<file path="config.mk">
export PLATFORM = sky130hd
export DESIGN_NAME = sn185_seq_bin2bcd
export DESIGN_NICKNAME = d
export VERILOG_FILES = /design/src/rtl/sn185_seq_bin2bcd.sv
export SDC_FILE = /design/constraint.sdc
export NUM_CORES = 1
export LEC_CHECK = 0
export BUFFER_PORTS_ARGS = -buffer_cell sky130_fd_sc_hd__buf_2
export CAP_MARGIN = 10
export CORE_AREA = 2 2 75 77
export DETAILED_ROUTE_END_ITERATION = 16
export DIE_AREA = 0 0 77 79
export HOLD_SLACK_MARGIN = 0.02
export PLACE_DENSITY = 0.66
export SLEW_MARGIN = 20
export SYNTH_ARGS = -nofsm -noshare
export SYNTH_HDL_FRONTEND = slang
export SYNTH_SLANG_ARGS = --single-unit
</file>
<file path="constraint.sdc">
create_clock -name clk -period 1.95 [get_ports clk]
set_input_delay 0.39 -clock clk [delete_from_list [all_inputs] [get_ports clk]]
set_output_delay 0.39 -clock clk [all_outputs]
set_load 0.005 [all_outputs]
</file>
<file path="src/rtl/sn185_seq_bin2bcd.sv">
// sn185_seq_bin2bcd: sequential binary-to-BCD converter.
// Converts a BIN_W-bit unsigned value to DIGITS packed BCD digits with
// the shift-and-add-3 (double dabble) method, one input bit per clock.
// A start/busy/done handshake frames each conversion. The active-low
// enable g_n blanks the held result to all ones without touching the
// conversion itself.
module sn185_seq_bin2bcd #(
    parameter int BIN_W  = 8,
    parameter int DIGITS = 3
) (
    input  logic                  clk,
    input  logic                  rst_n,
    input  logic                  g_n,
    input  logic                  start,
    input  logic [BIN_W-1:0]      bin_in,
    output logic                  busy,
    output logic                  done,
    output logic                  ovf,
    output logic [4*DIGITS-1:0]   bcd_out
);

    localparam int BCD_W = 4 * DIGITS;
    localparam int CNT_W = $clog2(BIN_W + 1);

    typedef enum logic [0:0] {
        S_IDLE = 1'b0,
        S_CONV = 1'b1
    } state_t;

    // Apply the +3 correction to every digit that is 5 or more. Each digit
    // is corrected independently; nothing carries between digits here.
    function automatic logic [BCD_W-1:0] add3_digits(input logic [BCD_W-1:0] acc);
        logic [BCD_W-1:0] res;
        logic [3:0]       dig;
        res = '0;
        for (int i = 0; i < DIGITS; i++) begin
            dig = acc[4*i +: 4];
            if (dig >= 4'd5) begin
                res[4*i +: 4] = dig + 4'd3;
            end else begin
                res[4*i +: 4] = dig;
            end
        end
        return res;
    endfunction

    state_t              state_q,   state_d;
    logic [BIN_W-1:0]    shift_q,   shift_d;
    logic [BCD_W-1:0]    acc_q,     acc_d;
    logic [CNT_W-1:0]    cnt_q,     cnt_d;
    logic                ovf_acc_q, ovf_acc_d;
    logic [BCD_W-1:0]    result_q,  result_d;
    logic                ovf_q,     ovf_d;
    logic                done_q,    done_d;
    logic                busy_q,    busy_d;

    logic [BCD_W-1:0]    adj_s;
    logic [BCD_W-1:0]    acc_shift_s;
    logic [BIN_W-1:0]    shift_shift_s;
    logic                carry_s;

    // One double-dabble step: correct digits, then shift {acc, shift} left.
    // The bit leaving the top digit is the carry into a digit we do not
    // keep, so it marks the value as too large for DIGITS digits.
    always_comb begin
        adj_s         = add3_digits(acc_q);
        carry_s       = adj_s[BCD_W-1];
        acc_shift_s   = {adj_s[BCD_W-2:0], shift_q[BIN_W-1]};
        shift_shift_s = {shift_q[BIN_W-2:0], 1'b0};
    end

    // Next-state and handshake logic for the IDLE/CONV controller.
    always_comb begin
        state_d   = state_q;
        shift_d   = shift_q;
        acc_d     = acc_q;
        cnt_d     = cnt_q;
        ovf_acc_d = ovf_acc_q;
        result_d  = result_q;
        ovf_d     = ovf_q;
        done_d    = 1'b0;
        busy_d    = busy_q;

        case (state_q)
            S_IDLE: begin
                if (start) begin
                    shift_d   = bin_in;
                    acc_d     = '0;
                    ovf_acc_d = 1'b0;
                    cnt_d     = CNT_W'(BIN_W);
                    busy_d    = 1'b1;
                    state_d   = S_CONV;
                end else begin
                    busy_d    = 1'b0;
                    state_d   = S_IDLE;
                end
            end
            S_CONV: begin
                shift_d   = shift_shift_s;
                acc_d     = acc_shift_s;
                ovf_acc_d = ovf_acc_q | carry_s;
                cnt_d     = cnt_q - CNT_W'(1);
                if (cnt_q == CNT_W'(1)) begin
                    result_d = acc_shift_s;
                    ovf_d    = ovf_acc_q | carry_s;
                    done_d   = 1'b1;
                    busy_d   = 1'b0;
                    state_d  = S_IDLE;
                end else begin
                    busy_d   = 1'b1;
                    state_d  = S_CONV;
                end
            end
            default: begin
                busy_d  = 1'b0;
                state_d = S_IDLE;
            end
        endcase
    end

    // State and datapath registers, cleared asynchronously by rst_n.
    always_ff @(posedge clk or negedge rst_n) begin
        if (!rst_n) begin
            state_q   <= S_IDLE;
            shift_q   <= '0;
            acc_q     <= '0;
            cnt_q     <= '0;
            ovf_acc_q <= 1'b0;
            result_q  <= '0;
            ovf_q     <= 1'b0;
            done_q    <= 1'b0;
            busy_q    <= 1'b0;
        end else begin
            state_q   <= state_d;
            shift_q   <= shift_d;
            acc_q     <= acc_d;
            cnt_q     <= cnt_d;
            ovf_acc_q <= ovf_acc_d;
            result_q  <= result_d;
            ovf_q     <= ovf_d;
            done_q    <= done_d;
            busy_q    <= busy_d;
        end
    end

    // Output drive; g_n blanks the held result combinationally.
    always_comb begin
        busy = busy_q;
        done = done_q;
        ovf  = ovf_q;
        if (g_n) begin
            bcd_out = {BCD_W{1'b1}};
        end else begin
            bcd_out = result_q;
        end
    end

endmodule

</file>
==> flow_metrics.py, run 1 <==
metrics = {
    "placed_design": {
        "dp_slack_ns": 0.3041,
        "dp_hpwl_mm": 2.398,
        "gp_congestion": 0.7427,
        "port_buffers": 26,
    },
    "clock_tree": {
        "cts_sinks": 40,
        "clkLatencyLatePin_ns": 0.29,
        "clkSlewWorstSetupHoldPaths_ns": 0.07,
        "cts_setup_buffers": 0,
        "htree_levels": 2,
        "cts-buffers-inserted": 5,
        "cts_resized": 0,
        "cts_buffer_depth": 2,
        "cts_hold_buf": 0,
        "cts-root-buf": "clkbuf_8",
        "cts_tree": "yes",
    },
    "detailed_routing": {
        "wire_per_inst_microns": 11.55,
        "drt_iter0_markers": 46,
        "wl_mm": 3.395,
        "via_count": 1360,
        "drc": 0,
        "drt_first_pass_iters": 4,
        "antenna_left": 0,
        "vias_per_cell": 4.626,
    },
    "logic_synthesis": {
        "synth-seq-cells": 40,
        "syn_nets": 212,
        "synth_edf_count": 0,
        "synthDistinctLibCells": 30,
        "netlist_area_sq_um": 2023,
        "synth.area.top_cells": "dfrtp_1, mux2i_1, ha_1",
        "yosys-top-cells-count": "dfrtp_1, nand2_1, o21ai_0",
        "synth_most_common_cell": "dfrtp_1",
        "synth.top_cell.area_share_pct": 49.47,
        "async_flop_share_pct": 100.0,
        "ys.flop_type": "dfrtp_1",
        "yosys.area.top_type": "dfrtp_1",
        "netlist_instances": 192,
        "yosysWarnings": 0,
        "avgSynthCellArea_sq_um": 10.54,
        "ys_seq_area_share_pct": 49.47,
    },
    "floorplanning": {
        "rows": 27,
        "die_w_microns": 77,
        "core_sq_um": 5338,
        "chipHeight_microns": 79,
        "dieArea_sq_um": 6083,
        "io_pins": 27,
        "initial_core_util_pct": 37.90,
    },
    "global_routing": {
        "antenna_found_initial": 0,
        "grt_use_met2_pct": 21.23,
        "grt_util_met1_pct": 15.75,
        "grt_max_degree": 41,
        "grt_pass1_wl_mm": 6.161,
        "grt_usage_pct": 12.78,
        "grt_pass1_vias": 1336,
        "grt.busiest_layer": "met2",
        "overflow": 0,
        "use_met3_pct": 2.841,
    },
    "sta": {
        "rsz0062_at_grt": "no",
        "hold_viol": 0,
        "skew_ns": 0.007704,
        "layout_worst_path_cycle_share_pct": 84.43,
        "timing.final.crit_period_ns": 1.646,
        "worst_pin_slew_ns": 0.5162,
        "setup_violations": 0,
        "slew_violations": 0,
        "maxSlewHeadroom_pct": 65.58,
        "max_clock_freq_mhz": 607.4,
        "tns_ns": 0,
        "setup_ws_ns": 0.3036,
    },
    "critical_path": {
        "cp-startpoint": "acc_q[0]",
        "critical_path_class": "reg2reg",
        "reg2reg_depth": 6,
        "endpoint_kind": "flop",
        "max_stage_delay_ns": 0.40,
        "crit_slowest_cell": "dfrtp_1",
        "required_ns": 2.15,
        "path_cells": "inv_1, ha_1, nand2b_1, a21oi_1, mux2_2, mux2i_1",
        "path_max_fanout": 3,
        "cp.depth": 6,
        "endpoint": "acc_q[2]",
        "cp-start-kind": "flop",
        "reg2reg_slack_ns": 0.30,
        "worstReg2RegStart": "acc_q[0]",
        "crit_arrival_ns": 1.85,
        "path_buf_inv": 1,
        "critPathTopFamily": "multiplexers",
        "r2r-end": "acc_q[2]",
    },
    "power_and_ir_drop": {
        "power_per_cell_area_nw_per_um2": 1510,
        "clockPowerShare_pct": 14.7,
        "p_int_uw": 2247,
        "p_leak_uw": 0.001138,
        "ir_drop_mv": 0.5226,
        "switching_share_pct": 36.30,
        "power_frac_seq_pct": 41.1,
        "power_switching_uw": 1281,
        "combPwrFrac_pct": 44.2,
    },
    "final_layout": {
        "drive_above_1_share_pct": 27.93,
        "syn_to_final_growth_pct": 15.46,
        "final_nets": 242,
        "num_antenna_cells": 0,
    },
    "flow_run": {
        "cap_violations": 0,
    },
    "run_status": {
        "outcome": "finished, final reports clean",
    },
    "hold_path": {
        "hp-class": "in2async",
    },
}
## layout by cell type (no fill, tap or decap), types with 6 or more instances in the layout
master and instances:
a21oi_1 8, buf_2 26, dfrtp_1 40, ha_1 8, inv_1 8, mux2i_1 17
nand2_1 19, nand2b_1 12, nor3b_1 6, o21ai_0 18, or2_2 12
## cell type report
class | count | area (sq um)
Fill cell | 547 | 3002
Multi-Input combinational cell | 134 | 943.4
Clock inverter | 1 | 5.005
Clock buffer | 6 | 72.57
Tap cell | 72 | 90.09
Sequential cell | 40 | 1001
Timing Repair Buffer | 32 | 187.7
Inverter | 9 | 36.28
## metrics by stage
stage	util [%]	hold slack, ns	total power (uW)	instance area, sq um	cells
CTS	43.76	0.06113	3585	2336	294
global placement	42.31	0.3791	3004	2258	287
finish	43.76	0.06125	3528	2336	294
global route	43.76	0.07005	3871	2336	294
detailed placement	42.31	0.3803	3059	2258	287
floorplan	-	0.09441	2648	2023	192
## cell families (layout without fill, tap and decap cells)
logic type	count (synthesis)	after routing	synth area share (%)
AOI/OAI and AO/OA	37	37	10.70
xor gates and xnor gates	5	5	2.164
adders and majority gates	8	8	4.948
buffers and inverters	18	48	3.896
DFF	40	40	49.47
muxes	23	23	12.49
and+or+nand+nor	61	61	16.33
## state kept, by name, summed over array words and instances (netlist names)
signal     flops
acc_q         12
busy           1
cnt_q          4
done           1
ovf            1
ovf_acc_q      1
result_q      12
shift_q        8
## power by group through the flow
stage               registers, uW  logic [uW]  clock network (uW)
floorplan                    1400        1250                   0
global placement             1460        1540                   0
detailed placement           1470        1590                   0
finish                       1450        1560                 519
CTS                          1450        1590                 538
global route                 1510        1800                 565
## worst min-delay path by stage
stage / start / end / slack, ns / cells past startpoint
after floorplan: rst_n / acc_q[0] / 0.09 / 0
after global placement: rst_n / shift_q[0] / 0.38 / 2
after detailed placement: rst_n / shift_q[0] / 0.38 / 2
after CTS: rst_n / shift_q[0] / 0.06 / 2
after global routing: rst_n / shift_q[6] / 0.07 / 2
final: rst_n / acc_q[4] / 0.06 / 2
## worst register-to-register path: cells and delay by family, from the launching register on
| family | cells | cell delay [ns] |
|---|---|---|
| simple gates | 1 | 0.08 |
| fa+ha+maj | 1 | 0.21 |
| buf+inv | 1 | 0.12 |
| compound gates | 1 | 0.24 |
| flops | 1 | 0.40 |
| mux | 2 | 0.53 |
## metal layers
| layer | up-vias | part of all wire, % |
|---|---|---|
| li1 | 705 | - |
| met1 | 627 | 48 |
| met2 | 23 | 46 |
| met3 | 5 | 4.0 |
| met4 | 0 | 1.5 |
| met5 | - | 0 |
(Power assumes the default switching activity.)
==> run 2, diff against run 1 <==
- PLACE_DENSITY: 0.66 -> 0.68
- clock period: 1.95 -> 1.3 ns (I/O delays scaled with it)
==> flow_metrics.py, run 2 (synthesis results as in run 1) <==
metrics = {
    "floorplanning": {
        "initial_core_util_pct": 37.90,
        "core_sq_um": 5338,
        "chipHeight_microns": 79,
        "rows": 27,
        "dieArea_sq_um": 6083,
        "die_w_microns": 77,
        "io_pins": 27,
    },
    "critical_path": {
        "r2r-end": "result_q[6]",
        "path_max_fanout": 4,
        "reg2reg_slack_ns": -0.14,
        "cp-start-kind": "flop",
        "endpoint_kind": "flop",
        "critical_path_class": "reg2reg",
        "crit_arrival_ns": 1.69,
        "reg2reg_depth": 5,
        "required_ns": 1.55,
        "worstReg2RegStart": "acc_q[4]",
    },
    "detailed_routing": {
        "drt_first_pass_iters": 4,
        "wire_per_inst_microns": 12.95,
        "wl_mm": 4.221,
        "vias_per_cell": 4.595,
        "via_count": 1498,
        "drc": 0,
        "drt_iter0_markers": 73,
        "antenna_left": 0,
    },
    "clock_tree": {
        "cts-buffers-inserted": 5,
        "cts_buffer_depth": 2,
        "htree_levels": 2,
        "cts_sinks": 40,
        "cts_tree": "yes",
        "cts-root-buf": "clkbuf_8",
        "clkLatencyLatePin_ns": 0.30,
        "clkSlewWorstSetupHoldPaths_ns": 0.08,
    },
    "final_layout": {
        "finalInstanceArea_sq_um": 2877,
        "drive_above_1_share_pct": 48.03,
        "final_common_cell": "dfrtp_1",
        "layout_common_cells": "dfrtp_1, buf_4, nand2_1, mux2i_1, buf_2",
        "num_antenna_cells": 0,
        "stdcell_count": 326,
        "syn_to_final_growth_pct": 42.18,
        "fill_cells": 480,
        "reg_top3": "acc_q: 12 flops, result_q: 12 flops, shift_q: 8 flops",
        "final_nets": 273,
    },
    "flow_run": {
        "cap_violations": 0,
    },
    "power_and_ir_drop": {
        "ir_drop_mv": 0.8903,
        "power_per_cell_area_nw_per_um2": 2439,
        "p_leak_uw": 0.001364,
    },
    "global_routing": {
        "overflow": 0,
        "grt_usage_pct": 14.42,
        "grt_pass1_vias": 1452,
        "grt_pass1_wl_mm": 6.858,
        "grt_max_degree": 41,
        "antenna_found_initial": 0,
    },
    "placed_design": {
        "dp_hpwl_mm": 2.694,
        "post_dp_cell_area_sq_um": 2442,
        "port_buffers": 26,
        "dp.cells": 299,
        "gp_congestion": 0.7171,
    },
    "hold_path": {
        "whs_endpoint": "shift_q[0]",
        "hold-path-cell-count": 3,
        "min_from": "bin_in[0]",
        "hp-class": "in2reg",
    },
    "sta": {
        "rsz0062_at_grt": "yes",
        "skew_ns": 0.01067,
        "timing.final.crit_period_ns": 1.440,
        "slew_violations": 0,
        "max_clock_freq_mhz": 694.6,
        "hold_viol": 0,
        "maxSlewHeadroom_pct": 80.88,
        "setup_ws_ns": -0.1396,
        "layout_worst_path_cycle_share_pct": 110.7,
        "worst_pin_slew_ns": 0.2868,
        "setup_violations": 17,
    },
    "run_status": {
        "outcome": "finished with violations",
        "violations": "negative setup slack",
    },
}
## run 2: changes by cell type in the layout (fill, tap and decap cells not counted), sizes merged
cell	change
dlygate4sd3	+1
clkinvlp	+2
buf	+30
clkinv	-1
## run 2: metal layers
| layer | up-vias | wire (microns) | track usage (%) |
|---|---|---|---|
| li1 | 765 | - | - |
| met5 | - | 0 | 0 |
| met1 | 697 | 1968 | 18.63 |
| met2 | 29 | 2051 | 23.16 |
| met3 | 7 | 129 | 4.432 |
| met4 | 0 | 70 | 4.821 |
## run 2: repair_timing
item,CTS,global route
buffers inserted,9,9
endpoints found under the hold margin,40,0
pin swaps,4,3
hold buffers,1,0
endpoints found under the setup margin,28,36
gates resized for setup,28,22
## run 2: report_power, final
part / internal, uW / total (uW) / switching [uW]
Combinational: 2250 / 3870 / 1620
Sequential: 1790 / 2240 / 449
Clock: 430 / 906 / 476
Total: 4470 / 7020 / 2550
## run 2: worst max-delay path by stage
stage / from / endpoint / slack [ns] / depth (start not counted)
finish: acc_q[4] / result_q[6] / -0.14 / 5
global route: acc_q[4] / result_q[6] / -0.19 / 5
CTS: acc_q[0] / acc_q[2] / -0.14 / 5
detailed placement: acc_q[9] / ovf / -0.15 / 6
global placement: acc_q[0] / acc_q[2] / -0.08 / 5
floorplan: acc_q[1] / acc_q[2] / -0.04 / 6
## run 2: metrics by stage
stage	setup TNS [ns]	setup slack, ns	utilization, %	hold slack, ns	power [uW]
final	-1.280	-0.1396	53.89	0.2056	7016
after global placement	-0.5946	-0.07782	45.76	0.2505	5079
after global routing	-2.632	-0.1884	53.89	0.2278	7531
after floorplan	-0.2066	-0.04015	-	-0.03559	4275
after detailed placement	-1.109	-0.1476	45.76	0.2478	5196
after CTS	-1.172	-0.1369	50.89	0.2026	6604
## run 2: final cells by class
| cell class | count | area [sq um] | share of cell area, % |
|---|---|---|---|
| clock buffers | 6 | 82.58 | 2.871 |
| clock inverters | 2 | 15.01 | 0.5220 |
| repair buffers | 63 | 504.2 | 17.53 |
| multi-input cells | 134 | 1146 | 39.84 |
| well taps | 72 | 90.09 | 3.132 |
| inverters | 9 | 36.28 | 1.261 |
| flip-flops and latches | 40 | 1002 | 34.84 |
## run 2: worst max-delay path, stage by stage, from the launching register on
cell,delay [ns]
dfrtp_1,0.42
ha_2,0.19
nand2b_4,0.14
a21oi_4,0.18
mux2i_2,0.28
mux2_4,0.18
